$ cat config.mk
export PLATFORM = sky130hd
export DESIGN_NAME = spi_rx
export DESIGN_NICKNAME = d
export VERILOG_FILES = /design/src/rtl/spi_rx.sv
export SDC_FILE = /design/constraint.sdc
export NUM_CORES = 1
export LEC_CHECK = 0
export ABC_AREA = 1
export BUFFER_PORTS_ARGS = -buffer_cell sky130_fd_sc_hd__buf_2
export CORE_UTILIZATION = 30
export CTS_CLUSTER_DIAMETER = 120
export DETAILED_ROUTE_END_ITERATION = 6
export PLACE_DENSITY = 0.5
export REMOVE_ABC_BUFFERS = 1
export SYNTH_ARGS = -nofsm -noshare
export SYNTH_HDL_FRONTEND = slang
export SYNTH_SLANG_ARGS = --single-unit
export TNS_END_PERCENT = 1
$ cat constraint.sdc
create_clock -name clk -period 9.2 [get_ports clk]
set_input_delay 1.84 -clock clk [delete_from_list [all_inputs] [get_ports clk]]
set_output_delay 1.84 -clock clk [all_outputs]
set_load 0.01 [all_outputs]
$ cat src/rtl/spi_rx.sv
// SPI mode-3 receiver: 9-bit {dc, byte} words are queued in a first-word-fall-through
// FIFO for the CPU. The sticky ovf/ferr flags are cleared by clr.
module spi_rx #(
   parameter int DEPTH  = 16,
   parameter int ADDR_W = 4
) (
   input  logic            clk,
   input  logic            reset,
   input  logic            sck,
   input  logic            cs_,
   input  logic            sdi,
   input  logic            dc,
   input  logic            rd,
   input  logic            clr,
   output logic [8:0]      rdata,
   output logic            empty,
   output logic [ADDR_W:0] count,
   output logic            ovf,
   output logic            ferr
);

   // Input order {dc, sdi, cs_, sck}; sck and cs_ idle high.
   localparam logic [3:0] SYNC_INIT = 4'b0011;

   logic [3:0] pins;
   logic [3:0] sync1;
   logic [1:0] sync2;

   assign pins = {dc, sdi, cs_, sck};

   // sck and cs_ get a third stage for edge detection. sdi and dc are consumed
   // from the middle stage, which lines them up with the detected sck edge.
   generate
      for (genvar gi = 0; gi < 4; gi++) begin : g_sync
         localparam int LEN = (gi < 2) ? 3 : 2;
         logic [LEN-1:0] chain_reg;
         always_ff @(posedge clk) begin
            if (reset) chain_reg <= {LEN{SYNC_INIT[gi]}};
            else       chain_reg <= {chain_reg[LEN-2:0], pins[gi]};
         end
         assign sync1[gi] = chain_reg[1];
         if (gi < 2) begin : g_edge
            assign sync2[gi] = chain_reg[LEN-1];
         end
      end
   endgenerate

   logic sck_s, cs_s, sdi_s, dc_s;
   logic sck_rise, cs_rise;

   assign sck_s    = sync1[0];
   assign cs_s     = sync1[1];
   assign sdi_s    = sync1[2];
   assign dc_s     = sync1[3];
   assign sck_rise = sck_s & ~sync2[0];
   assign cs_rise  = cs_s & ~sync2[1];

   logic [1:0] warm_reg;
   logic       armed_reg;
   logic [2:0] bit_cnt_reg;
   logic [6:0] sr_reg;
   logic       push;
   logic [8:0] push_data;
   logic       ferr_set;

   assign push      = armed_reg & ~cs_s & sck_rise & (bit_cnt_reg == 3'd7);
   assign push_data = {dc_s, sr_reg, sdi_s};
   assign ferr_set  = armed_reg & cs_rise & (bit_cnt_reg != 3'd0);

   // warm_reg keeps the reset-loaded chain contents from counting as a real cs_ high.
   always_ff @(posedge clk) begin
      if (reset) begin
         warm_reg    <= 2'b00;
         armed_reg   <= 1'b0;
         bit_cnt_reg <= 3'd0;
         sr_reg      <= 7'd0;
      end else begin
         warm_reg <= {warm_reg[0], 1'b1};
         if (warm_reg[1] && cs_s) armed_reg <= 1'b1;
         if (cs_s) begin
            bit_cnt_reg <= 3'd0;
         end else if (armed_reg && sck_rise) begin
            sr_reg      <= {sr_reg[5:0], sdi_s};
            bit_cnt_reg <= bit_cnt_reg + 3'd1;
         end
      end
   end

   logic [8:0]      mem [DEPTH];
   logic [ADDR_W:0] wptr_reg, rptr_reg, wptr_next, rptr_next, count_int;
   logic [8:0]      rdata_reg;
   logic            full, pop_ok, push_ok, ovf_set;
   logic            ovf_reg, ferr_reg;

   assign count_int = wptr_reg - rptr_reg;
   assign full      = (count_int == (ADDR_W + 1)'(DEPTH));
   assign pop_ok    = rd & (count_int != '0);
   assign push_ok   = push & (~full | pop_ok);
   assign ovf_set   = push & full & ~pop_ok;
   assign wptr_next = wptr_reg + {{ADDR_W{1'b0}}, push_ok};
   assign rptr_next = rptr_reg + {{ADDR_W{1'b0}}, pop_ok};

   always_ff @(posedge clk) begin
      if (push_ok) mem[wptr_reg[ADDR_W-1:0]] <= push_data;
   end

   // Head register; bypass when the new head is the word being written this cycle.
   always_ff @(posedge clk) begin
      if (reset) begin
         wptr_reg  <= '0;
         rptr_reg  <= '0;
         rdata_reg <= 9'd0;
      end else begin
         wptr_reg <= wptr_next;
         rptr_reg <= rptr_next;
         if (wptr_next == rptr_next)
            rdata_reg <= 9'd0;
         else if (push_ok && (rptr_next == wptr_reg))
            rdata_reg <= push_data;
         else
            rdata_reg <= mem[rptr_next[ADDR_W-1:0]];
      end
   end

   always_ff @(posedge clk) begin
      if (reset) begin
         ovf_reg  <= 1'b0;
         ferr_reg <= 1'b0;
      end else begin
         ovf_reg  <= ovf_set | (ovf_reg & ~clr);
         ferr_reg <= ferr_set | (ferr_reg & ~clr);
      end
   end

   assign rdata = rdata_reg;
   assign count = count_int;
   assign empty = (count_int == '0);
   assign ovf   = ovf_reg;
   assign ferr  = ferr_reg;

endmodule

# Word level (Yosys, flattened, before mapping)
# Memory sizes are Yosys's and may differ from the RTL's.
# Index checks and enable logic that the tools add are counted.
# totals
regBits	44
ramBits	144
in_bits	8
n_memories	1
# classes
addsub	4
n_eq_ne	4
mux	4
bitwise_logic	22
reduce_logical	9
# memory_table
name	depth	word_bits	read_ports	rd_ports_with_merged_regs	wr	line_no	source
mem	16	9	1	0	1	89	logic [8:0] mem [DEPTH];
# op_table
op	n
$and A1 B1 Y1	13
$add A5 B1 Y5	2
$eq A5 B5 Y1	2
$mux W9	1
$not A1 Y1	6
$eq A5 B5 Y1 const B	1
$logic_not A5 Y1	1
$reduce_bool A5 Y1	1
$sub A5 B5 Y5	1
$reduce_or A2 Y1	2
$add A3 B1 Y3 const B	1
$eq A3 B3 Y1 const B	1
$logic_and A1 B1 Y1	3
$mux W1	3
$or A1 B1 Y1	3
$reduce_bool A3 Y1	1
$reduce_and A2 Y1	1

# Logic depth before layout (Yosys ltp)
# Gate-level depths: netlist of the first run.
# depth
word_depth	8
depth_mapped	23
ltp_nobuf	23

# Worst setup path after synthesis of the first run
# No wires, ideal clock.
# synth_path
kind	in2reg
from	input port rd
to	register rdata_reg[0] (netlist: rdata[0])
setup_time_ns	0.115
t_arrival_ns	3.528
t_required_ns	9.085
setup_slack_ns	5.557
path_stages	16
cell_sequence	inv_1 nand3_1 nor2_1 nor2_1 buf_2 ha_1 ha_1 xor2_1 nor2_1 nand2_1 nor2_1 nand2_1 nor2_1 nor2_4 nand2_1 nor2_1
# synth_between
elab_chain_cells	6
word_cells_on_any_way	11
cone_classes	2 x add/sub; 2 x eq/ne; 1 x mux; 3 x bitwise; 2 x reduce/logical; 1 x memory
# synth_lines
item	line_no	source
start, declared	13	input logic rd,
$and A1 B1 Y1	97	assign pop_ok = rd & (count_int != '0);
$or A1 B1 Y1	98	assign push_ok = push & (~full | pop_ok);
$and A1 B1 Y1	98	
$add A5 B1 Y5	100	assign wptr_next = wptr_reg + {{ADDR_W{1'b0}}, push_ok};
via wptr_next[1]	90	logic [ADDR_W:0] wptr_reg, rptr_reg, wptr_next, rptr_next, count_int;
$eq A5 B5 Y1	116	if (wptr_next == rptr_next)
$reduce_or A2 Y1 (no line)	--	
end signal, assigned	119	rdata_reg <= push_data;
end signal, assigned	121	rdata_reg <= mem[rptr_next[ADDR_W-1:0]];
end, declared	91	logic [8:0] rdata_reg;
# The timed path passes the listed nets, and every way through them passes these cells.
# A chain may end at the register's enable or synchronous reset.

# Worst setup path in the final report of the first run
# layout_path
from	register wptr_reg[0]
to	register rdata_reg[0] (netlist: rdata[0])
# layout_between
word_cells_on_any_way	15
cone_classes	3 x add/sub; 3 x eq/ne; 1 x mux; 4 x bitwise; 3 x reduce/logical; 1 x memory
# layout_lines
item	line_no	source
start, declared	90	
start signal, assigned	114	wptr_reg <= wptr_next;
$sub A5 B5 Y5 (*)	95	assign count_int = wptr_reg - rptr_reg;
$reduce_bool A5 Y1 (*)	97	
$and A1 B1 Y1 (*)	97	
$add A5 B1 Y5 (*)	101	assign rptr_next = rptr_reg + {{ADDR_W{1'b0}}, pop_ok};
via rptr_next[0]	90	
branches (longest 3 deep; another with $mem_v2 Z16 W9)	--	
# Mark *: on every way through the listed nets, which the timed path passes.

==> results of run 1 <==
## synth_stat cells (all sizes together)
master | count | area (um^2)
nor2 | 186 | 721
o211ai | 16 | 120
nand3b | 1 | 7.51
nand2 | 75 | 284
nand3 | 63 | 325
ha | 11 | 138
clkinv | 1 | 3.75
o21ai | 81 | 405
xor2 | 6 | 52.6
or2 | 5 | 31.3
a21oi | 24 | 120
inv | 48 | 180
xnor2 | 1 | 8.76
fa | 1 | 20.0
edfxtp | 144 | 4320
buf | 18 | 98.8
clkbuf | 19 | 71.3
nand4 | 1 | 6.26
dfxtp | 44 | 881
## where the power goes
group | leakage (nW) | internal [mW] | switching, mW
logic | 1.20 | 0.226 | 0.583
registers | 1.43 | 0.925 | 0.0160
clock network | 0.305 | 0.421 | 0.323
## layer usage
metal,track usage (%),up-vias,routed length (um)
met1,21.9,2499,9640
met3,2.95,12,764
met5,0,-,0
met4,4.38,0,208
li1,-,2558,-
met2,24.2,98,9110
## worst min-delay path by stage
stage | endpoint | slack (ns) | cells after the start | start
detailed placement | g_sync[2].chain_reg[1]$_SDFF_PP0_ | 0.39 | 2 | g_sync[2].chain_reg[0]$_SDFF_PP0_
floorplan | g_sync[2].chain_reg[1]$_SDFF_PP0_ | 0.39 | 2 | g_sync[2].chain_reg[0]$_SDFF_PP0_
finish | g_sync[2].chain_reg[1]$_SDFF_PP0_ | 0.40 | 2 | g_sync[2].chain_reg[0]$_SDFF_PP0_
CTS | g_sync[2].chain_reg[1]$_SDFF_PP0_ | 0.40 | 2 | g_sync[2].chain_reg[0]$_SDFF_PP0_
global route | g_sync[0].chain_reg[1]$_SDFF_PP1_ | 0.42 | 1 | g_sync[0].chain_reg[0]$_SDFF_PP1_
global placement | g_sync[2].chain_reg[1]$_SDFF_PP0_ | 0.39 | 2 | g_sync[2].chain_reg[0]$_SDFF_PP0_
## layout make-up
type	count	area (um^2)
Multi-Input combinational cell	471	2240
Inverter	49	184
Clock buffer	23	522
Clock inverter	9	83.8
Sequential cell	188	5200
Tap cell	330	413
Timing Repair Buffer	29	158
Fill cell	2563	16500
## logic make-up after synthesis
| family | Yosys count | share of synthesized area, % |
|---|---|---|
| simple gates | 331 | 17.6 |
| flops | 188 | 66.7 |
| compound gates | 121 | 8.28 |
| buf+inv | 86 | 4.54 |
| fa+ha+maj | 12 | 2.02 |
| xor+xnor | 7 | 0.786 |
## through the flow
step | setup slack, ns | utilization (%) | instances | power, mW
finish | 4.33 | 34.8 | 1099 | 2.49
global route | 4.00 | 34.8 | 1099 | 2.65
CTS | 4.33 | 34.8 | 1099 | 2.51
detailed placement | 4.12 | 32.4 | 1067 | 1.78
global placement | 4.16 | 32.4 | 1067 | 1.77
floorplan | 4.43 | - | 708 | 1.49
## worst max-delay path: stages (launching register included)
cell      delay (ns)
dfxtp_1         0.42
inv_1           0.16
ha_1            0.25
fa_1            0.40
nand3b_1        0.19
nand2_1         0.08
nand2_1         0.06
nand2_1         0.08
inv_1           0.05
nor2_1          0.12
nor2_1          0.06
ha_2            0.31
buf_4           0.64
inv_2           0.49
buf_4           0.40
o21ai_0         0.48
nand3_1         0.17
nand3_1         0.11
nand2_1         0.07
a21oi_1         0.12
nor2_1          0.06
==> summary.md, run 1 <==
| Metric | Value |
|---|---|
| Status | `complete, no violations` |
| Drt total wl | `19,700 um` |
| Most frequent cells in the layout | `nor2_1 (183), edfxtp_1 (144), o21ai_0 (81), nand2_1 (74), nand3_1 (61)` |
| Final TNS setup | `0 ns` |
| Worst vdd ir | `0.124 mV` |
| Max Freq | `0.205 GHz` |
| CTS tree | `built` |
| ANT cells | `0` |
| Critical Path AT | `5.19 ns` |
| Row cnt | `58` |
| Crit path capture | `rdata[0]$_SDFF_PP0_` |
| CTS Buf Count | `17` |
| Die height | `163 um` |
| Final hold vios | `0` |
| Worst Path Required | `9.52 ns` |
| Gr ovfl total | `0` |
| Hold_ws | `0.400 ns` |
| Leading cell type in the layout, fill and taps excluded | `nor2_1` |
| DRC | `0` |
| Core Box Area | `25,300 um^2` |
| Die W | `163 um` |
| I/O Buffers | `24` |
| Hpwl dp | `12,100 um` |
| Sink Count | `188` |
| First-pass GRT wire length | `30,300 um` |
| Sequential area share after synthesis | `66.7%` |
| Worst r2r src | `wptr_reg[0]$_SDFF_PP0_` |
| Post-synthesis cell count | `745` |
| CTS resizes | `0` |
| Dpl cell area | `8200 um^2` |
| Hold buffers post-CTS | `0` |
| Reg2Reg Setup Slack | `4.33 ns` |
| Clock slew at reported path FFs | `0.06 ns` |
| Max-Cap Viols | `0` |
| Synth cell types | `26` |
| Maximum root-to-sink buffer count | `2` |
| Vias per cell | `4.70` |
| Final setup skew | `0.0148 ns` |
| Slew Limit Headroom | `32.0%` |
| Drt wl/cell | `17.9 um` |
| Ys Warns | `0` |
| Vias in the first global route | `5,008` |
| Max reg flops | `144` |
| Worst Hold Class | `reg2reg` |
| Critical Path End Type | `flip-flop` |
| Die area | `26,600 um^2` |
| Initial Utilization | `30.8%` |
| Netlist Area Pre-Place | `7800 um^2` |
| Layout cell share with drive strength beyond 1 | `9.75%` |
| # IOs | `25` |
| RSZ-0062 raised after global routing | `no` |
| # nets final | `776` |
| Min Tclk post-route | `4.87 ns` |
| Worst slew pin tran | `1.02 ns` |
| Critical path class | `reg2reg` |
| Global placement routability congestion | `0.808` |
| Crit path max fanout | `75` |
| Clk Latency, worst-skew pair | `0.43 ns` |
| Synth-to-layout area growth | `13.0%` |
| Maximum number of pins on one net before global-route repair | `76` |
| Design area | `8810 um^2` |
| Pre-antenna DRT Iters | `5` |
| GR Util All Layers | `15.6%` |
| R2R cell count | `20` |
| Iter 0 DRT Violations | `523` |
| Critical path origin | `wptr_reg[0]$_SDFF_PP0_` |
| Avg Inst Size Synth | `10.5 um^2` |
| Total number of vias | `5,167` |
| Startpoint class of the critical path | `flip-flop` |
| Pwr Density | `283 nW/um^2` |
| Setup Buffers After CTS | `0` |
| Slew Limit Fails | `0` |
| Initial antenna violation count | `0` |
| Worst reg2reg endpoint | `rdata[0]$_SDFF_PP0_` |
| H-tree levels | `4` |
| Fin crit share | `52.9%` |
| Antenna viol nets, final | `0` |
| Endpoints failing setup | `0` |
| #FFs+latches synth | `188` |
| Pleak | `2.94 nW` |
| Root Buffer | `clkbuf_16` |
Power figures use the tool's default switching activity.
==> run 2: changes to the inputs <==
Clock period 9.2 ns to 4.9 ns, I/O delays scaled along.
==> summary.md, run 2 (synthesis gave the netlist of run 1 again) <==
| Metric | Value |
|---|---|
| # fillers | `2,577 (+0.55%)` |
| Pleak | `2.91 nW (-1.2%)` |
| Die height | `163 um (unchanged)` |
| Hpwl dp | `12,500 um (+3.0%)` |
| Die area | `26,600 um^2 (unchanged)` |
| Layout cell share with drive strength beyond 1 | `9.34% (-0.41 points)` |
| GR Util All Layers | `15.6% (+0.077 points)` |
| Clk Latency, worst-skew pair | `0.43 ns (about the same)` |
| Reg2Reg Setup Slack | `0.82 ns (-3.51 ns)` |
| Die W | `163 um (unchanged)` |
| # IOs | `25 (unchanged)` |
| Drt total wl | `19,800 um (+0.42%)` |
| Pwr Total | `4.67 mW (+87%)` |
| Final TNS setup | `0 ns (unchanged)` |
| R2R cell count | `23 (+15%)` |
| Sequential fraction of design power | `37.8% (about the same)` |
| Worst vdd ir | `0.251 mV (+100%)` |
| Critical Path AT | `4.45 ns (-0.74 ns)` |
| Clock slew at reported path FFs | `0.07 ns (about the same)` |
| Worst slew pin tran | `0.976 ns (-0.0401 ns)` |
| Vias in the first global route | `5,103 (+1.9%)` |
| Maximum number of pins on one net before global-route repair | `74 (-2.6%)` |
| Endpoints failing setup | `0 (unchanged)` |
| Vias per cell | `4.81 (+2.2%)` |
| Sink Count | `188 (unchanged)` |
| Worst Path Required | `5.26 ns (-4.26 ns)` |
| Sw Share | `37.7% (+0.70 points)` |
| Hold depth | `2 (unchanged)` |
| Initial antenna violation count | `0 (unchanged)` |
| Placed cell count | `1,070 (+0.28%)` |
| Maximum root-to-sink buffer count | `2 (unchanged)` |
| Initial Utilization | `30.8% (unchanged)` |
| Combinational share of power | `34.5% (+2.1 points)` |
| Internal power | `2.91 mW (+85%)` |
| Max Freq | `0.245 GHz (+19%)` |
| H-tree levels | `4 (unchanged)` |
| Row cnt | `58 (unchanged)` |
| Iter 0 DRT Violations | `469 (-10%)` |
| Min Tclk post-route | `4.08 ns (-0.788 ns)` |
| Pwr Density | `533 nW/um^2 (+88%)` |
| Status | `complete, no violations` |
| Gr ovfl total | `0 (unchanged)` |
| RSZ-0062 raised after global routing | `no` |
| Final setup skew | `0.0103 ns (-0.00448 ns)` |
| Final hold vios | `0 (unchanged)` |
| Most frequent cells in the layout | `nor2_1 (183), edfxtp_1 (144), o21ai_0 (81), nand2_1 (74), nand3_1 (61)` |
| Worst Hold Class | `reg2reg` |
| Root Buffer | `clkbuf_16` |
| DRC | `0 (unchanged)` |
| Antenna viol nets, final | `0 (unchanged)` |
| Place WS | `0.847 ns (-3.27 ns)` |
| ANT cells | `0 (unchanged)` |
| I/O Buffers | `24 (unchanged)` |
| CTS Buf Count | `17 (unchanged)` |
| Leading cell type in the layout, fill and taps excluded | `nor2_1` |
| Global placement routability congestion | `0.768 (-4.9%)` |
| Total number of vias | `5,291 (+2.4%)` |
| Final worst slack | `0.817 ns (-3.51 ns)` |
| Slew Limit Headroom | `34.7% (+2.7 points)` |
| Slew Limit Fails | `0 (unchanged)` |
| Critical Path End Type | `flip-flop` |
| Max-Cap Viols | `0 (unchanged)` |
| Core Box Area | `25,300 um^2 (unchanged)` |
| Critical path class | `reg2reg` |
| Crit path max fanout | `38 (-49%)` |
| Max reg flops | `144 (unchanged)` |
| CTS resizes | `0 (unchanged)` |
| Startpoint class of the critical path | `flip-flop` |
| Drt wl/cell | `18.0 um (+0.23%)` |
| Layout Cells excl Fill | `1,101 (+0.18%)` |
| Hold buffers post-CTS | `0 (unchanged)` |
| CTS tree | `built` |
| Synth-to-layout area growth | `12.4%` |
| # nets final | `779 (+0.39%)` |
| Setup Buffers After CTS | `0 (unchanged)` |
| Fin crit share | `83.3% (+30 points)` |
| Switching power | `1.76 mW (+91%)` |
| Pre-antenna DRT Iters | `5 (unchanged)` |
| Power share of the clock group | `27.8% (-2.0 points)` |
| First-pass GRT wire length | `30,400 um (+0.18%)` |
[run 2: through the flow]
stage,area [um^2],util [%],hold WS (ns)
5_1_grt,8760,34.6,0.428
4_1_cts,8760,34.6,0.404
3_5_place_dp,8230,32.5,0.395
2_1_floorplan,7630,-,0.388
3_3_place_gp,8230,32.5,0.388
6_report,8760,34.6,0.402
[run 2: power by group through the flow]
stage                     combinational [mW]  sequential (mW)  clock [mW]
final                                   1.61             1.76        1.30
after detailed placement                1.62             1.80           0
after CTS                               1.62             1.76        1.32
after global routing                    1.80             1.77        1.37
after floorplan                        0.996             1.80           0
after global placement                  1.63             1.80           0
[run 2: routing by layer]
metal | up-vias | share of wire (%) | track usage, %
met1 | 2576 | 48 | 22.0
met4 | 0 | 1.4 | 5.18
li1 | 2565 | - | -
met2 | 132 | 47 | 24.4
met3 | 18 | 4.1 | 2.56
met5 | - | 0 | 0
[run 2: critical path, stage by stage, from the launching register on]
cell and delay, ns:
dfxtp_1 0.38, inv_1 0.10, ha_1 0.23, fa_1 0.40
nand3b_1 0.19, nand2_1 0.08, nand2_1 0.06, nand2_1 0.08
inv_1 0.05, nor2_1 0.12, nor2_1 0.06, ha_2 0.18
ha_2 0.32, buf_4 0.38, nand2_1 0.09, nand2_1 0.09
nand2_1 0.05, nor2_1 0.09, nand3_1 0.13, nor2_4 0.39
nand3_1 0.28, nand2_1 0.12, nand2_1 0.05, nor2_1 0.10
[run 2: final cells by class]
type / instances / area [um^2] / share of cell area, %
Sequential cell: 188 / 5200 / 59.4
Inverter: 49 / 184 / 2.10
Multi-Input combinational cell: 471 / 2240 / 25.6
Clock inverter: 6 / 62.6 / 0.714
Timing Repair Buffer: 32 / 180 / 2.06
Clock buffer: 25 / 475 / 5.42
Tap cell: 330 / 413 / 4.71
[run 2: final timing paths]
kind                                                         from                                 to
worst max-delay path                       wptr_reg[0]$_SDFF_PP0_                rdata[8]$_SDFF_PP0_
worst min-delay path            g_sync[3].chain_reg[0]$_SDFF_PP0_  g_sync[3].chain_reg[1]$_SDFF_PP0_
worst max register to register             wptr_reg[0]$_SDFF_PP0_                rdata[8]$_SDFF_PP0_
worst min register to register  g_sync[3].chain_reg[0]$_SDFF_PP0_  g_sync[3].chain_reg[1]$_SDFF_PP0_
==> run 3: changes to the inputs <==
Settings changed: PLACE_DENSITY 0.5 to 0.52.
Clock period 4.9 ns to 3.4 ns, I/O delays scaled along.
==> summary.md, run 3 (synthesis gave the netlist of run 1 again) <==
| Metric | Value |
|---|---|
| Crit path top cell by count | `nand2_2` |
| Final hold vios | `0 (unchanged)` |
| Synth-to-layout area growth | `21.2%` |
| Status | `complete, but fails checks` |
| Die area | `26,600 um^2 (unchanged)` |
| # nets final | `823 (+5.6%)` |
| Dpl cell area | `8600 um^2 (+4.5%)` |
| Flip-flop and latch area | `5210 um^2 (about the same)` |
| Vias per cell | `4.75 (-1.1%)` |
| Slew Limit Fails | `0 (unchanged)` |
| CP bufs+invs | `4 (+1)` |
| Startpoint class of the critical path | `flip-flop` |
| Switching power | `2.76 mW (+57%)` |
| Max-Cap Viols | `0 (unchanged)` |
| Endpoints failing setup | `2 (+2)` |
| Worst reg2reg endpoint | `rdata[2]$_SDFF_PP0_` |
| Internal power | `4.79 mW (+65%)` |
| Pwr Total | `7.56 mW (+62%)` |
| Global placement routability congestion | `0.837 (+9.0%)` |
| Row cnt | `58 (unchanged)` |
| First-pass GRT wire length | `29,900 um (-1.6%)` |
| Reg2Reg Setup Slack | `-0.02 ns (-0.84 ns)` |
| Pwr Density | `799 nW/um^2 (+50%)` |
| Hold depth | `2 (unchanged)` |
| Sink Count | `188 (unchanged)` |
| H-tree levels | `4 (unchanged)` |
| Hold buffers post-CTS | `0 (unchanged)` |
| Final TNS setup | `-0.0409 ns (-0.0409 ns)` |
| Initial antenna violation count | `0 (unchanged)` |
| Leading cell type in the layout, fill and taps excluded | `nor2_1` |
| Sw Share | `36.6% (-1.1 points)` |
| Total number of vias | `5,446 (+2.9%)` |
| Most frequent cells in the layout | `nor2_1 (176), edfxtp_1 (144), o21ai_0 (73), nand2_1 (66), nand3_1 (48)` |
| Critical Path Max Stage Delay | `0.40 ns (about the same)` |
| I/O Buffers | `24 (unchanged)` |
| # IOs | `25 (unchanged)` |
| Hpwl dp | `12,100 um (-2.5%)` |
| Max reg flops | `144 (unchanged)` |
| DRC | `0 (unchanged)` |
| Min Tclk post-route | `3.42 ns (-0.660 ns)` |
| Die height | `163 um (unchanged)` |
| Worst Hold End | `g_sync[3].chain_reg[1]$_SDFF_PP0_` |
| CP max-delay cell | `fa_2` |
| Clock slew at reported path FFs | `0.07 ns (about the same)` |
| Combinational share of power | `40.5% (+6.0 points)` |
| Worst Path Required | `3.77 ns (-1.49 ns)` |
| Sequential fraction of design power | `33.7% (-4.1 points)` |
| Worst slew pin tran | `0.877 ns (-0.0998 ns)` |
| Critical path class | `reg2reg` |
| Initial Utilization | `30.8% (unchanged)` |
| Worst vdd ir | `0.485 mV (+93%)` |
| Min-delay src | `g_sync[3].chain_reg[0]$_SDFF_PP0_` |
| Clk Latency, worst-skew pair | `0.44 ns (about the same)` |
| CTS Buf Count | `17 (unchanged)` |
| Area of the multi-input gates | `2400 um^2 (+6.9%)` |
| RSZ-0062 raised after global routing | `yes` |
| Hold_ws | `0.402 ns (-0.000624 ns)` |
| Drt wl/cell | `17.1 um (-4.7%)` |
| Die W | `163 um (unchanged)` |
| CP Cell Sequence | `inv_2 -> ha_4 -> fa_2 -> nand3b_1 -> nand2_1 -> nand2_2 -> nand2_2 -> inv_2 -> nor2_4 -> nor2_2 -> ha_2 -> ha_4 -> clkinvlp_4 -> clkbuf_16 -> nor2_1 -> o21ai_0 -> nand3_1 -> nand3_2 -> nand2_2 -> a21oi_1 -> nor2_1` |
| Worst r2r src | `wptr_reg[0]$_SDFF_PP0_` |
| Iter 0 DRT Violations | `447 (-4.7%)` |
| Maximum root-to-sink buffer count | `2 (unchanged)` |
| Slew Limit Headroom | `41.5% (+6.8 points)` |
| Drt total wl | `19,600 um (-0.85%)` |
| Crit path max fanout | `7 (-82%)` |
| Maximum number of pins on one net before global-route repair | `49 (-34%)` |
| Core Box Area | `25,300 um^2 (unchanged)` |
| Critical Path AT | `3.79 ns (-0.66 ns)` |
| Fin crit share | `101% (+17 points)` |
| Pleak | `3.25 nW (+12%)` |
| ANT cells | `0 (unchanged)` |
| Delay-heaviest family, CP | `simple AND/OR/NAND/NOR gates` |
| Failing checks | `setup timing` |
| Final worst slack | `-0.0225 ns (-0.840 ns)` |
| Layout cell share with drive strength beyond 1 | `19.2% (+9.9 points)` |
| Critical Path End Type | `flip-flop` |
| Worst Hold Class | `reg2reg` |
| # fillers | `2,483 (-3.6%)` |
| GR Util All Layers | `15.2% (-0.40 points)` |
| R2R cell count | `21 (-8.7%)` |
| Pre-antenna DRT Iters | `5 (unchanged)` |
| Vias in the first global route | `5,265 (+3.2%)` |
| Antenna viol nets, final | `0 (unchanged)` |
| CTS tree | `built` |
| Root Buffer | `clkbuf_16` |
| Final setup skew | `0.0156 ns (+0.00531 ns)` |
| Gr ovfl total | `0 (unchanged)` |
| Max Freq | `0.292 GHz (+19%)` |
| Design area | `9450 um^2 (+7.9%)` |
| Power share of the clock group | `25.8% (-2.0 points)` |
==> run 3: per-layer routing <==
metal / track usage [%] / vias up / wire [um]
li1: - / 2660 / -
met1: 21.0 / 2657 / 9480
met2: 23.7 / 111 / 9130
met3: 2.77 / 18 / 690
met4: 5.73 / 0 / 325
met5: 0 / - / 0
==> run 3: cell type report <==
type,count,area share [%]
Sequential cell,188,55.1
Multi-Input combinational cell,471,25.4
Timing Repair Buffer,76,7.13
Clock buffer,18,4.54
Tap cell,330,4.37
Inverter,49,1.99
Clock inverter,14,1.52
==> run 3: worst max-delay path by stage <==
stage                           startpoint                   to  cells after the start  slack [ns]
floorplan           wptr_reg[0]$_SDFF_PP0_  rdata[8]$_SDFF_PP0_                     22       -1.21
global placement    wptr_reg[0]$_SDFF_PP0_  rdata[2]$_SDFF_PP0_                     19        0.04
detailed placement  wptr_reg[0]$_SDFF_PP0_  rdata[2]$_SDFF_PP0_                     19      -0.008
CTS                 wptr_reg[0]$_SDFF_PP0_  rdata[0]$_SDFF_PP0_                     23        0.05
global route        wptr_reg[0]$_SDFF_PP0_  rdata[2]$_SDFF_PP0_                     21       -0.15
finish              wptr_reg[0]$_SDFF_PP0_  rdata[2]$_SDFF_PP0_                     21       -0.02
==> run 3: tightest hold or removal path, stage by stage (launching register included) <==
cell and delay [ns]:
dfxtp_1 0.30, inv_1 0.04, nor2_1 0.03
==> run 3: power groups by stage <==
stage | Sequential (mW) | Combinational [mW] | Clock, mW
after detailed placement | 2.59 | 2.68 | 0
after floorplan | 2.59 | 1.44 | 0
after global routing | 2.55 | 3.39 | 2.09
final | 2.54 | 3.06 | 1.95
after global placement | 2.59 | 2.68 | 0
after CTS | 2.54 | 2.77 | 1.99
==> run 3: what timing repair did <==
action	CTS	global route
resized for setup	1	49
buffers inserted	0	4
setup endpoints to repair	2	9
pin swaps	0	28
gates cloned	1	3
==> run 3: per-stage QoR <==
| step | util [%] | std cells | setup slack [ns] |
|---|---|---|---|
| floorplan | - | 708 | -1.21 |
| global placement | 33.9 | 1106 | 0.0403 |
| detailed placement | 33.9 | 1106 | -0.00829 |
| CTS | 36.4 | 1139 | 0.0542 |
| global route | 37.3 | 1146 | -0.148 |
| finish | 37.3 | 1146 | -0.0225 |
